===== src/rtl/fetch_pkg.sv =====
// Shared constants and types for the fetch stage.
// Decode imports the same NOP/HALT encodings, so keep them in sync here.
package fetch_pkg;

    localparam logic [15:0] NOP_INST = 16'h0000;
    localparam logic [3:0]  HALT_OP  = 4'hF;
    localparam int          CNT_W    = 16;

    typedef enum logic {
        RUN  = 1'b0,
        HALT = 1'b1
    } fetch_state_t;

    function automatic logic is_halt(input logic [15:0] inst);
        return inst[15:12] == HALT_OP;
    endfunction

endpackage


===== src/rtl/fetch_stage_if.sv =====
// Bundle of signals between the fetch stage, instruction memory and decode.
// The master modport is the fetch stage itself.
interface fetch_stage_if #(
    parameter int PC_W   = 8,
    parameter int INST_W = 16
);
    logic              stopPipe;
    logic              selPC;
    logic [PC_W-1:0]   BranchPC;
    logic [PC_W-1:0]   imem_addr;
    logic [INST_W-1:0] imem_data;
    logic [INST_W-1:0] instD;
    logic [PC_W-1:0]   pcD;
    logic              validD;
    logic              halted;
    logic [15:0]       fetchCount;

    modport master (
        input  stopPipe, selPC, BranchPC, imem_data,
        output imem_addr, instD, pcD, validD, halted, fetchCount
    );

    modport slave (
        output stopPipe, selPC, BranchPC, imem_data,
        input  imem_addr, instD, pcD, validD, halted, fetchCount
    );
endinterface


===== src/rtl/fetch_stage_if_id_reg.sv =====
// IF/ID pipeline register: instruction, PC and valid bit.
// flush beats stop, so a redirect always inserts a bubble even while stalled.
module IF_ID_Reg
    import fetch_pkg::*;
#(
    parameter int PC_W   = 8,
    parameter int INST_W = 16
) (
    input  logic              clk,
    input  logic              rst_n,
    input  logic              stop_i,
    input  logic              flush_i,
    input  logic [INST_W-1:0] inst_i,
    input  logic [PC_W-1:0]   pc_i,
    output logic [INST_W-1:0] inst_o,
    output logic [PC_W-1:0]   pc_o,
    output logic              valid_o
);

    logic [INST_W-1:0] inst_q;
    logic [PC_W-1:0]   pc_q;
    logic              valid_q;

    always_ff @(posedge clk or negedge rst_n) begin
        if (!rst_n) begin
            inst_q  <= NOP_INST;
            pc_q    <= '0;
            valid_q <= 1'b0;
        end else if (flush_i) begin
            inst_q  <= NOP_INST;
            pc_q    <= '0;
            valid_q <= 1'b0;
        end else if (!stop_i) begin
            inst_q  <= inst_i;
            pc_q    <= pc_i;
            valid_q <= 1'b1;
        end
    end

    assign inst_o  = inst_q;
    assign pc_o    = pc_q;
    assign valid_o = valid_q;

endmodule


===== src/rtl/fetch_stage.sv =====
// Instruction-fetch stage: PC register, next-PC selection, RUN/HALT FSM,
// saturating fetch counter, and the IF/ID register feeding decode.
module fetch_stage
    import fetch_pkg::*;
#(
    parameter int              PC_W     = 8,
    parameter int              INST_W   = 16,
    parameter logic [PC_W-1:0] RESET_PC = '0
) (
    input  logic          clk,
    input  logic          rst,
    fetch_stage_if.master bus
);

    fetch_state_t     state_q, state_d;
    logic [PC_W-1:0]  pc_q, pc_d;
    logic [CNT_W-1:0] cnt_q, cnt_d;
    logic             stop, flush;

    always_ff @(posedge clk or negedge rst) begin
        if (!rst) begin
            state_q <= RUN;
            pc_q    <= RESET_PC;
            cnt_q   <= '0;
        end else begin
            state_q <= state_d;
            pc_q    <= pc_d;
            cnt_q   <= cnt_d;
        end
    end

    // Redirect outranks stall; in HALT only reset gets us out.
    always_comb begin
        state_d = state_q;
        pc_d    = pc_q;
        cnt_d   = cnt_q;
        stop    = 1'b0;
        flush   = 1'b0;
        unique case (state_q)
            RUN: begin
                if (bus.selPC) begin
                    pc_d  = bus.BranchPC;
                    flush = 1'b1;
                end else if (bus.stopPipe) begin
                    stop = 1'b1;
                end else begin
                    cnt_d = (cnt_q == {CNT_W{1'b1}}) ? cnt_q : cnt_q + CNT_W'(1);
                    if (is_halt(bus.imem_data))
                        state_d = HALT;
                    else
                        pc_d = pc_q + PC_W'(1);
                end
            end
            HALT: flush = 1'b1;
            default: flush = 1'b1;
        endcase
    end

    IF_ID_Reg #(
        .PC_W   (PC_W),
        .INST_W (INST_W)
    ) u_if_id (
        .clk     (clk),
        .rst_n   (rst),
        .stop_i  (stop),
        .flush_i (flush),
        .inst_i  (bus.imem_data),
        .pc_i    (pc_q),
        .inst_o  (bus.instD),
        .pc_o    (bus.pcD),
        .valid_o (bus.validD)
    );

    assign bus.imem_addr  = pc_q;
    assign bus.halted     = (state_q == HALT);
    assign bus.fetchCount = cnt_q;

endmodule

===== src/flat_wrapper.sv =====
// flat-port wrapper written by rule: the top's interface ports become plain ports
module fetch_stage_flat import fetch_pkg::*;
#(
    parameter int              PC_W     = 8,
    parameter int              INST_W   = 16,
    parameter logic [PC_W-1:0] RESET_PC = '0
)
  (clk, rst, bus_stopPipe, bus_selPC, bus_BranchPC, bus_imem_data, bus_imem_addr, bus_instD, bus_pcD, bus_validD, bus_halted, bus_fetchCount);
  fetch_stage_if #(.PC_W(PC_W), .INST_W(INST_W)) bus_i ();
  input  logic clk;
  input  logic rst;
  input wire logic [$bits(bus_i.stopPipe)-1:0] bus_stopPipe;
  input wire logic [$bits(bus_i.selPC)-1:0] bus_selPC;
  input wire logic [$bits(bus_i.BranchPC)-1:0] bus_BranchPC;
  input wire logic [$bits(bus_i.imem_data)-1:0] bus_imem_data;
  output wire logic [$bits(bus_i.imem_addr)-1:0] bus_imem_addr;
  output wire logic [$bits(bus_i.instD)-1:0] bus_instD;
  output wire logic [$bits(bus_i.pcD)-1:0] bus_pcD;
  output wire logic [$bits(bus_i.validD)-1:0] bus_validD;
  output wire logic [$bits(bus_i.halted)-1:0] bus_halted;
  output wire logic [$bits(bus_i.fetchCount)-1:0] bus_fetchCount;
  assign bus_i.stopPipe = bus_stopPipe;
  assign bus_i.selPC = bus_selPC;
  assign bus_i.BranchPC = bus_BranchPC;
  assign bus_i.imem_data = bus_imem_data;
  assign bus_imem_addr = bus_i.imem_addr;
  assign bus_instD = bus_i.instD;
  assign bus_pcD = bus_i.pcD;
  assign bus_validD = bus_i.validD;
  assign bus_halted = bus_i.halted;
  assign bus_fetchCount = bus_i.fetchCount;
  fetch_stage #(.PC_W(PC_W), .INST_W(INST_W), .RESET_PC(RESET_PC)) u_core (.clk(clk), .rst(rst), .bus(bus_i));
endmodule

===== config.mk =====
export PLATFORM = sky130hd
export DESIGN_NAME = fetch_stage_flat
export DESIGN_NICKNAME = d
export VERILOG_FILES = /design/src/rtl/fetch_pkg.sv /design/src/rtl/fetch_stage_if.sv /design/src/rtl/fetch_stage_if_id_reg.sv /design/src/rtl/fetch_stage.sv /design/src/flat_wrapper.sv
export SDC_FILE = /design/constraint.sdc
export NUM_CORES = 1
export LEC_CHECK = 0
export ABC_AREA = 1
export BUFFER_PORTS_ARGS = -buffer_cell sky130_fd_sc_hd__buf_2
export CAP_MARGIN = 30
export CORE_MARGIN = 1
export CORE_UTILIZATION = 40
export DETAILED_ROUTE_END_ITERATION = 10
export HOLD_SLACK_MARGIN = 0.08
export PLACE_DENSITY = 0.67
export SLEW_MARGIN = 10
export SYNTH_ARGS = -nofsm -noshare
export SYNTH_HDL_FRONTEND = slang
export SYNTH_SLANG_ARGS = --single-unit

===== constraint.sdc =====
create_clock -name clk -period 1.6 [get_ports clk]
set_clock_uncertainty 0.2 [all_clocks]
set_input_delay 0.32 -clock clk [delete_from_list [all_inputs] [get_ports clk]]
set_output_delay 0.32 -clock clk [all_outputs]
set_load 0.02 [all_outputs]

Word level (Yosys, flattened, before mapping)
Index checks and enable logic that the tools add are counted.
{"block": "classes", "n_bitwise": 4, "n_addsub": 2, "mux": 18, "eq_ne": 5, "reduce_logical": 2}
{"cell": "8-bit two-way mux", "n": 5}
{"cell": "16-bit two-way mux", "n": 2}
{"cell": "16-bit by 1-bit adder with 16-bit output (second input constant)", "n": 1}
{"cell": "16-bit equality test (second input constant)", "n": 1}
{"cell": "1-bit two-way mux", "n": 10}
{"cell": "8-bit by 1-bit adder with 8-bit output (second input constant)", "n": 1}
{"cell": "4-bit equality test (second input constant)", "n": 1}
{"cell": "2-bit by 1-bit inequality test with 1-bit output (second input constant)", "n": 2}
{"cell": "1-bit NOT", "n": 4}
{"cell": "4-bit AND reduction", "n": 1}
{"cell": "3-bit AND reduction", "n": 1}
{"cell": "2-bit inequality test (second input constant)", "n": 1}
{"cell": "1-bit case mux with 2 select lines", "n": 1}
{"block": "word_totals", "wordCells": 37, "in_bits": 28, "out_inout_bits": 50, "regBits": 50}

Depth between registers and ports, before layout
Gate-level depths: netlist of the first run.
{"block": "depth", "depth_word": 5, "ltp_mapped": 9, "mapped_depth_nobuf": 8}

Modules after synthesis
From an unflattened synthesis of the first run, not the netlist that was laid out.
{"block": "hier_totals", "cells_unflattened": 349, "hier_area_um2": 2631.3}
{"mod": "fetch_stage", "area_each_um2": 1627.8, "instances": 1, "cells_each": 241, "seq_area_each_um2": 625.6}
{"mod": "IF_ID_Reg", "area_each_um2": 1003.5, "instances": 1, "cells_each": 108, "seq_area_each_um2": 625.6}

Least setup slack after synthesis of the first run
OpenSTA, ideal clock, no wires.
{"block": "synth_path", "path_type": "register -> register", "startpoint": "reg u_core.cnt_q[0] (netlist: u_core.bus.fetchCount[0])", "endpoint": "reg u_core.cnt_q[4] (netlist: u_core.bus.fetchCount[4])", "arrival_ps": 1511, "setup_time_ps": 117, "period_less_slack_ps": 1828, "t_required_ps": 1283, "path_stages_with_launch": 10, "n_path_buf": 1, "setup_slack_ps": -228, "cell_sequence": "dfrtp_1 > ha_1 > inv_2 > nor2_4 > nand3_4 > nor2_2 > nor2_4 > buf_6 > nand2_1 > nand2_1"}
{"block": "synth_between", "elab_chain_cells": 3, "word_cells_on_any_way": 4, "classes_between": "1 x add/sub; 1 x eq/ne; 1 x bitwise; 1 x reduce/logical"}
{"element": "start: declaration", "line": "fetch_stage.sv:17", "rtl": "logic [CNT_W-1:0] cnt_q, cnt_d;"}
{"element": "start signal: assignment", "line": "fetch_stage.sv:28", "rtl": "cnt_q <= cnt_d;"}
{"element": "parallel branches: the longest is 3 deep, another holds 16-bit by 1-bit adder with 16-bit output"}
Parallel ways; which one is timed is not known.
A chain may end at the register's enable or synchronous reset.

Worst setup path in the final report of the first run
{"block": "layout_path", "startpoint": "reg u_core.cnt_q[2] (netlist: u_core.bus.fetchCount[2])", "endpoint": "out bus_fetchCount[2]"}
{"element": "end: declaration", "line": "flat_wrapper.sv:21", "rtl": "output wire logic [$bits(bus_i.fetchCount)-1:0] bus_fetchCount;"}
No word-level cell between the ends.

==> out/results.ini, run 1 <==
[status]
outcome = finished clean

[logic_synthesis]
synthFlopType = dfrtp_1
synth-seq-area-share_pct = 49.93
synth_top_family_by_area = simple AND/OR/NAND/NOR gates
synthMostInstantiatedCell = nand2_1
synthCells = 299
synth_common_cells = 109 x nand2_1, 50 x dfrtp_1, 24 x nor2_1, 21 x inv_1, 14 x a22o_1
synthArstFlopShare_pct = 100.0
synth_cell_types = 26
synth-simple-area-share_pct = 28.61
synth-adder-area-share_pct = 0.9985
yosysTopAreaCellShare_pct = 49.93
synth.cell_area_um2 = 2506
synth-compound-area-share_pct = 11.38
post-synth-top-area-cell = dfrtp_1
muxShareOfSynthArea_pct = 0
synth.net_count = 329
synthTopCellsByArea = dfrtp_1 50%, nand2_1 16%, a22o_1 4.9%, nor2_1 3.6%, inv_1 3.1%
syn_area_per_cell_um2 = 8.382
synth-seq-cells = 50
post_synth_xor_area_fraction_pct = 3.495
synth_edf_count = 0
yosys_warnings = 0

[sta]
setup_tns_ps = 0
max_slew_margin_pct = 78.26
hold_violations = 0
final-setup-viol-count = 0
max_freq_mhz = 639.4
worst_slew_pin_slew_ps = 325.2
post-route-period-util_pct = 97.75
fin_ws_ps = 35.98
min_period_ps = 1564
rsz0062_at_grt = true
slew_violations = 0

[clock_network]
clock-sinks = 50
ctsHtreeMaxLevel = 2
cts_tree = built
clk_latency_ps = 310
cts_made_buffers = 5
cts_buffer_depth = 2
path_clk_slew_ps = 100
root_buffer = clkbuf_8

[grt]
grt_pass1_wl_um = 10620
grt.overflow.total = 0
grt.total_usage_pct = 20.75
grt_pass1_vias = 2430
antenna_found_initial = 0
grt_max_degree = 51

[die]
rows = 28
start_util_pct = 41.83
core_area_um2 = 5991
fp.dieH_um = 81.16
io_pins = 78
dieArea_um2 = 6586
die_width_um = 81.16

[placement]
place_congestion = 0.8218
place_ws_ps = 29.01
place_area_um2 = 3262
hpwl_um = 4428
portBuffers = 77

[route]
first_pass_iters = 4
vias = 2420
wl_per_cell_um = 12.34
final_antenna_net_count = 0
drc = 0
avgViaCountPerCell = 4.802
finalWirelength_um = 6220
initialDrtViolationCount = 76

[power]
p_leak_nw = 1.917
p_int_mw = 1.657
clockPowerShare_pct = 36.3
p_comb_share_pct = 6.0
p_seq_share_pct = 57.7
p_sw_share_pct = 24.29
pwr_density_cell_nw_per_um2 = 609.9
ir_drop_mv = 0.3337
p_switching_mw = 0.5316

[critical_path]
path_delay_family = flip-flops
critPathBufInv = 2
worstPathRequired_ps = 1080
critPathArrivalTime_ps = 1040
cp-start-kind = register
cp_slowest_cell = dfrtp_1
worstPathMaxFanout = 4
slowest_delay_ps = 420
path_cells = buf_4, buf_2
critPathKind = reg2out
crit_path_end_kind = output pin

[layout]
final_net_count = 458
final_cell_area_um2 = 3588
drive_above_1_share_pct = 35.90
syn2layout_area_growth_pct = 43.19
ff_latch_area_um2 = 1254
fin_util_pct = 59.90
diodes = 0
nFillCells = 534
multiInputGateArea_um2 = 1162

[job]
drv_cap = 0

[min_path]
worstHoldPathType = in2reg

cells in the final DEF (no fill, tap or decap), types with 7 or more instances in the layout:
master,count
o21ai_0,13
nand4_1,7
nor2_1,19
nand3_1,12
nor2_2,7
buf_2,76
nand2_1,104
dfrtp_1,48
dlygate4sd3_1,17
a22o_1,14
buf_4,30
inv_1,20
nand2_2,9
worst reg2reg max path, stage by stage (launching register included):
cell and delay, ps:
dfrtp_1 450, nand2_2 110, nor2_4 150, nand3_4 120, nor2_4 120, nor2_4 50
buf_12 140, nand2_1 60, nand2_1 50
cells by family (layout without fill, tap and decap cells):
group / after synthesis / after routing
and+or+nand+nor: 166 / 166
DFF: 50 / 50
AOI/OAI and AO/OA: 39 / 39
buffers and inverters: 32 / 162
xor gates and xnor gates: 10 / 10
adders and majority gates: 2 / 2
final timing paths:
kind / from / end / slack [ps] / depth (start not counted)
setup / recovery: u_core.bus.fetchCount[2] / bus_fetchCount[2] / 40 / 2
hold / removal: bus_imem_data[12] / u_core.u_if_id.inst_o[12] / 90 / 2
setup reg to reg: u_core.bus.fetchCount[5] / u_core.bus.fetchCount[2] / 40 / 8
hold reg to reg: u_core.u_if_id.valid_o / u_core.u_if_id.valid_o / 280 / 2
max in group asynchronous: rst / u_core.bus.fetchCount[0] / 610 / 3
min in group asynchronous: rst / u_core.bus.fetchCount[11] / 330 / 3
per-layer routing:
layer | vias to the layer above | GRT usage, % | part of all wire [%]
li1 | 1226 | - | -
met1 | 1128 | 26.11 | 47
met2 | 58 | 36.05 | 48
met3 | 8 | 3.483 | 4.0
met4 | 0 | 6.607 | 1.1
met5 | - | 0 | 0
state kept, by name, summed over array words and instances (netlist names):
name	flops
u_core.bus.imem_addr	8
u_core.u_if_id.pc_o	8
u_core.u_if_id.inst_o	16
u_core.bus.fetchCount	16
u_core.bus.halted	1
u_core.u_if_id.valid_o	1
what timing repair did:
action	CTS	global route
pin swaps	0	1
gates cloned	0	0
endpoints found under the setup margin	1	20
gates resized for setup	0	14
hold buffers	17	0
buffers inserted	1	3
endpoints found under the hold margin	66	0
power groups by stage:
stage	combinational, mW	clock (mW)	sequential [mW]
after floorplan	0.0196	0	1.29
after global placement	0.0994	0	1.29
after detailed placement	0.0999	0	1.29
after CTS	0.132	0.821	1.26
after global routing	0.145	0.874	1.26
final	0.131	0.795	1.26
area by class of cell:
type / count / area share [%]
clock inverters: 3 / 0.8020
repair buffers: 129 / 24.72
well taps: 75 / 2.615
clock buffers: 5 / 1.918
multi-input cells: 217 / 32.39
inverters: 25 / 2.615
flip-flops and latches: 50 / 34.94
per-stage QoR:
stage	hold slack [ps]	power, mW	std cells
after global routing	87.63	2.282	504
after floorplan	-175.6	1.308	299
after detailed placement	134.2	1.387	476
after global placement	130.7	1.387	476
final	92.05	2.189	504
after CTS	81.52	2.215	502
Note: power is estimated with default switching activity, not from simulation.
==> run 2: changes to the inputs <==
--- a/config.mk
+++ b/config.mk
@@ -12,7 +12,6 @@
 export CORE_UTILIZATION = 40
 export DETAILED_ROUTE_END_ITERATION = 10
 export HOLD_SLACK_MARGIN = 0.08
-export PLACE_DENSITY = 0.67
 export SLEW_MARGIN = 10
 export SYNTH_ARGS = -nofsm -noshare
 export SYNTH_HDL_FRONTEND = slang
==> constraint.sdc (replaced) <==
create_clock -name clk -period 1.7 [get_ports clk]
set_clock_uncertainty 0.2 [all_clocks]
set_input_delay 0.34 -clock clk [delete_from_list [all_inputs] [get_ports clk]]
set_output_delay 0.34 -clock clk [all_outputs]
set_load 0.02 [all_outputs]
==> out/results.ini, run 2 (same netlist as run 1, synthesis figures left out) <==
[grt]
grt.overflow.total = 0  ; unchanged
grt_pass1_wl_um = 9977  ; -6.0%
grt_pass1_vias = 2167  ; -11%
antenna_found_initial = 0  ; unchanged
grt_max_degree = 51  ; unchanged
grt.total_usage_pct = 19.81  ; -0.94 points

[sta]
max_slew_margin_pct = 78.12  ; -0.14 points
hold_violations = 0  ; unchanged
worst_slew_pin_slew_ps = 327.3  ; +2.122 ps
fin_ws_ps = 76.99  ; +41.02 ps
setup_tns_ps = 0  ; unchanged
max_freq_mhz = 616.1
whs_ps = 89.76  ; -2.291 ps
slew_violations = 0  ; unchanged
min_period_ps = 1623
final-setup-viol-count = 0  ; unchanged
post-route-period-util_pct = 95.47

[clock_network]
clk_latency_ps = 300  ; about the same
cts_buffer_depth = 2  ; unchanged
ctsHtreeMaxLevel = 2  ; unchanged
cts_tree = built
path_clk_slew_ps = 100  ; about the same
cts_made_buffers = 5  ; unchanged
root_buffer = clkbuf_8
clock-sinks = 50  ; unchanged

[layout]
stdcell_count = 486  ; -3.6%
diodes = 0  ; unchanged
layout_commonest_cell = nand2_1
final_net_count = 440  ; -3.9%
drive_above_1_share_pct = 31.39  ; -4.5 points
syn2layout_area_growth_pct = 35.80
nFillCells = 570  ; +6.7%
final_cell_mix = 109 x nand2_1, 77 x buf_2, 48 x dfrtp_1

[die]
rows = 28  ; unchanged
dieArea_um2 = 6586  ; unchanged
io_pins = 78  ; unchanged
start_util_pct = 41.83  ; unchanged
fp.dieH_um = 81.16  ; unchanged
core_area_um2 = 5991  ; unchanged
die_width_um = 81.16  ; unchanged

[status]
outcome = finished clean

[route]
initialDrtViolationCount = 72  ; -5.3%
first_pass_iters = 4  ; unchanged
finalWirelength_um = 6157  ; -1.0%
final_antenna_net_count = 0  ; unchanged
avgViaCountPerCell = 4.798  ; about the same
wl_per_cell_um = 12.67  ; +2.7%
vias = 2332  ; -3.6%
drc = 0  ; unchanged

[critical_path]
critPathKind = reg2reg
worstPathRequired_ps = 1700  ; +620 ps
critPathArrivalTime_ps = 1620  ; +580 ps
crit_path_end_kind = register
cp-start-kind = register
reg2reg_depth = 9  ; +1
worstPathMaxFanout = 15  ; +11

[power]
p_switching_mw = 0.4600  ; -13%
p_seq_share_pct = 54.2  ; -3.5 points
pwr_density_cell_nw_per_um2 = 644.1  ; +5.6%
ir_drop_mv = 0.3254  ; -2.5%
p_leak_nw = 1.819  ; -5.1%
finalPower_mw = 2.192  ; +0.16%
p_comb_share_pct = 5.2  ; -0.8 points
p_int_mw = 1.732  ; +4.5%
p_sw_share_pct = 20.98  ; -3.3 points
clockPowerShare_pct = 40.6  ; +4.3 points

[placement]
place_congestion = 0.7914  ; -3.7%
portBuffers = 77  ; unchanged
hpwl_um = 4144  ; -6.4%
place_ws_ps = 65.77  ; +36.77 ps
dp_cells = 460  ; -3.4%

[min_path]
holdPathStages = 3  ; +1
worstHoldPathType = in2reg

[job]
drv_cap = 0  ; unchanged

==> run 2: cell type report <==
| cell class | count | area [um2] | share of cell area, % |
|---|---|---|---|
| Multi-Input combinational cell | 217 | 1137 | 33.42 |
| Clock buffer | 6 | 82.58 | 2.426 |
| Tap cell | 75 | 93.84 | 2.757 |
| Timing Repair Buffer | 111 | 703.2 | 20.66 |
| Sequential cell | 50 | 1254 | 36.84 |
| Inverter | 25 | 93.84 | 2.757 |
| Clock inverter | 2 | 38.79 | 1.140 |
==> run 2: final timing paths <==
kind	from	end	slack (ps)
worst max-delay path	u_core.bus.fetchCount[0]	u_core.bus.fetchCount[14]	80
worst min-delay path	bus_BranchPC[2]	u_core.bus.imem_addr[2]	90
worst max register to register	u_core.bus.fetchCount[0]	u_core.bus.fetchCount[14]	80
worst min register to register	u_core.u_if_id.pc_o[0]	u_core.u_if_id.pc_o[0]	290
max in group asynchronous	rst	u_core.bus.fetchCount[0]	690
min in group asynchronous	rst	u_core.u_if_id.inst_o[3]	360
==> run 2: worst max-delay path: stages, from the launching register on <==
cell and delay [ps]:
dfrtp_2 430, ha_4 170, inv_2 50, nor2_4 130
nand3_4 110, nor2_4 120, nor2_4 50, buf_12 150
nand2_1 70, nand2_1 40
==> run 2: repair_timing <==
item,in CTS,in global routing
hold endpoints to repair,64,0
endpoints found under the setup margin,0,15
setup buffers,0,3
resized for setup,0,3
hold buffers,15,0
==> run 2: power groups by stage <==
stage               Sequential, mW  Clock, mW  Combinational (mW)
floorplan                     1.21          0              0.0185
global placement              1.21          0              0.0884
detailed placement            1.21          0              0.0890
global route                  1.19      0.974               0.130
finish                        1.19      0.889               0.115
CTS                           1.19      0.916               0.116
==> run 2: layer usage <==
layer	track usage, %	part of all wire [%]	up-vias
met5	0	0	-
met4	4.643	0.86	0
met3	4.270	4.0	6
met2	33.70	48	55
met1	25.56	47	1084
li1	-	-	1187
==> run 2: metrics by stage <==
stage / area (um2) / utilization (%)
floorplan: 2521 / -
global placement: 3099 / 51.73
detailed placement: 3099 / 51.73
CTS: 3371 / 56.27
global route: 3403 / 56.81
finish: 3403 / 56.81
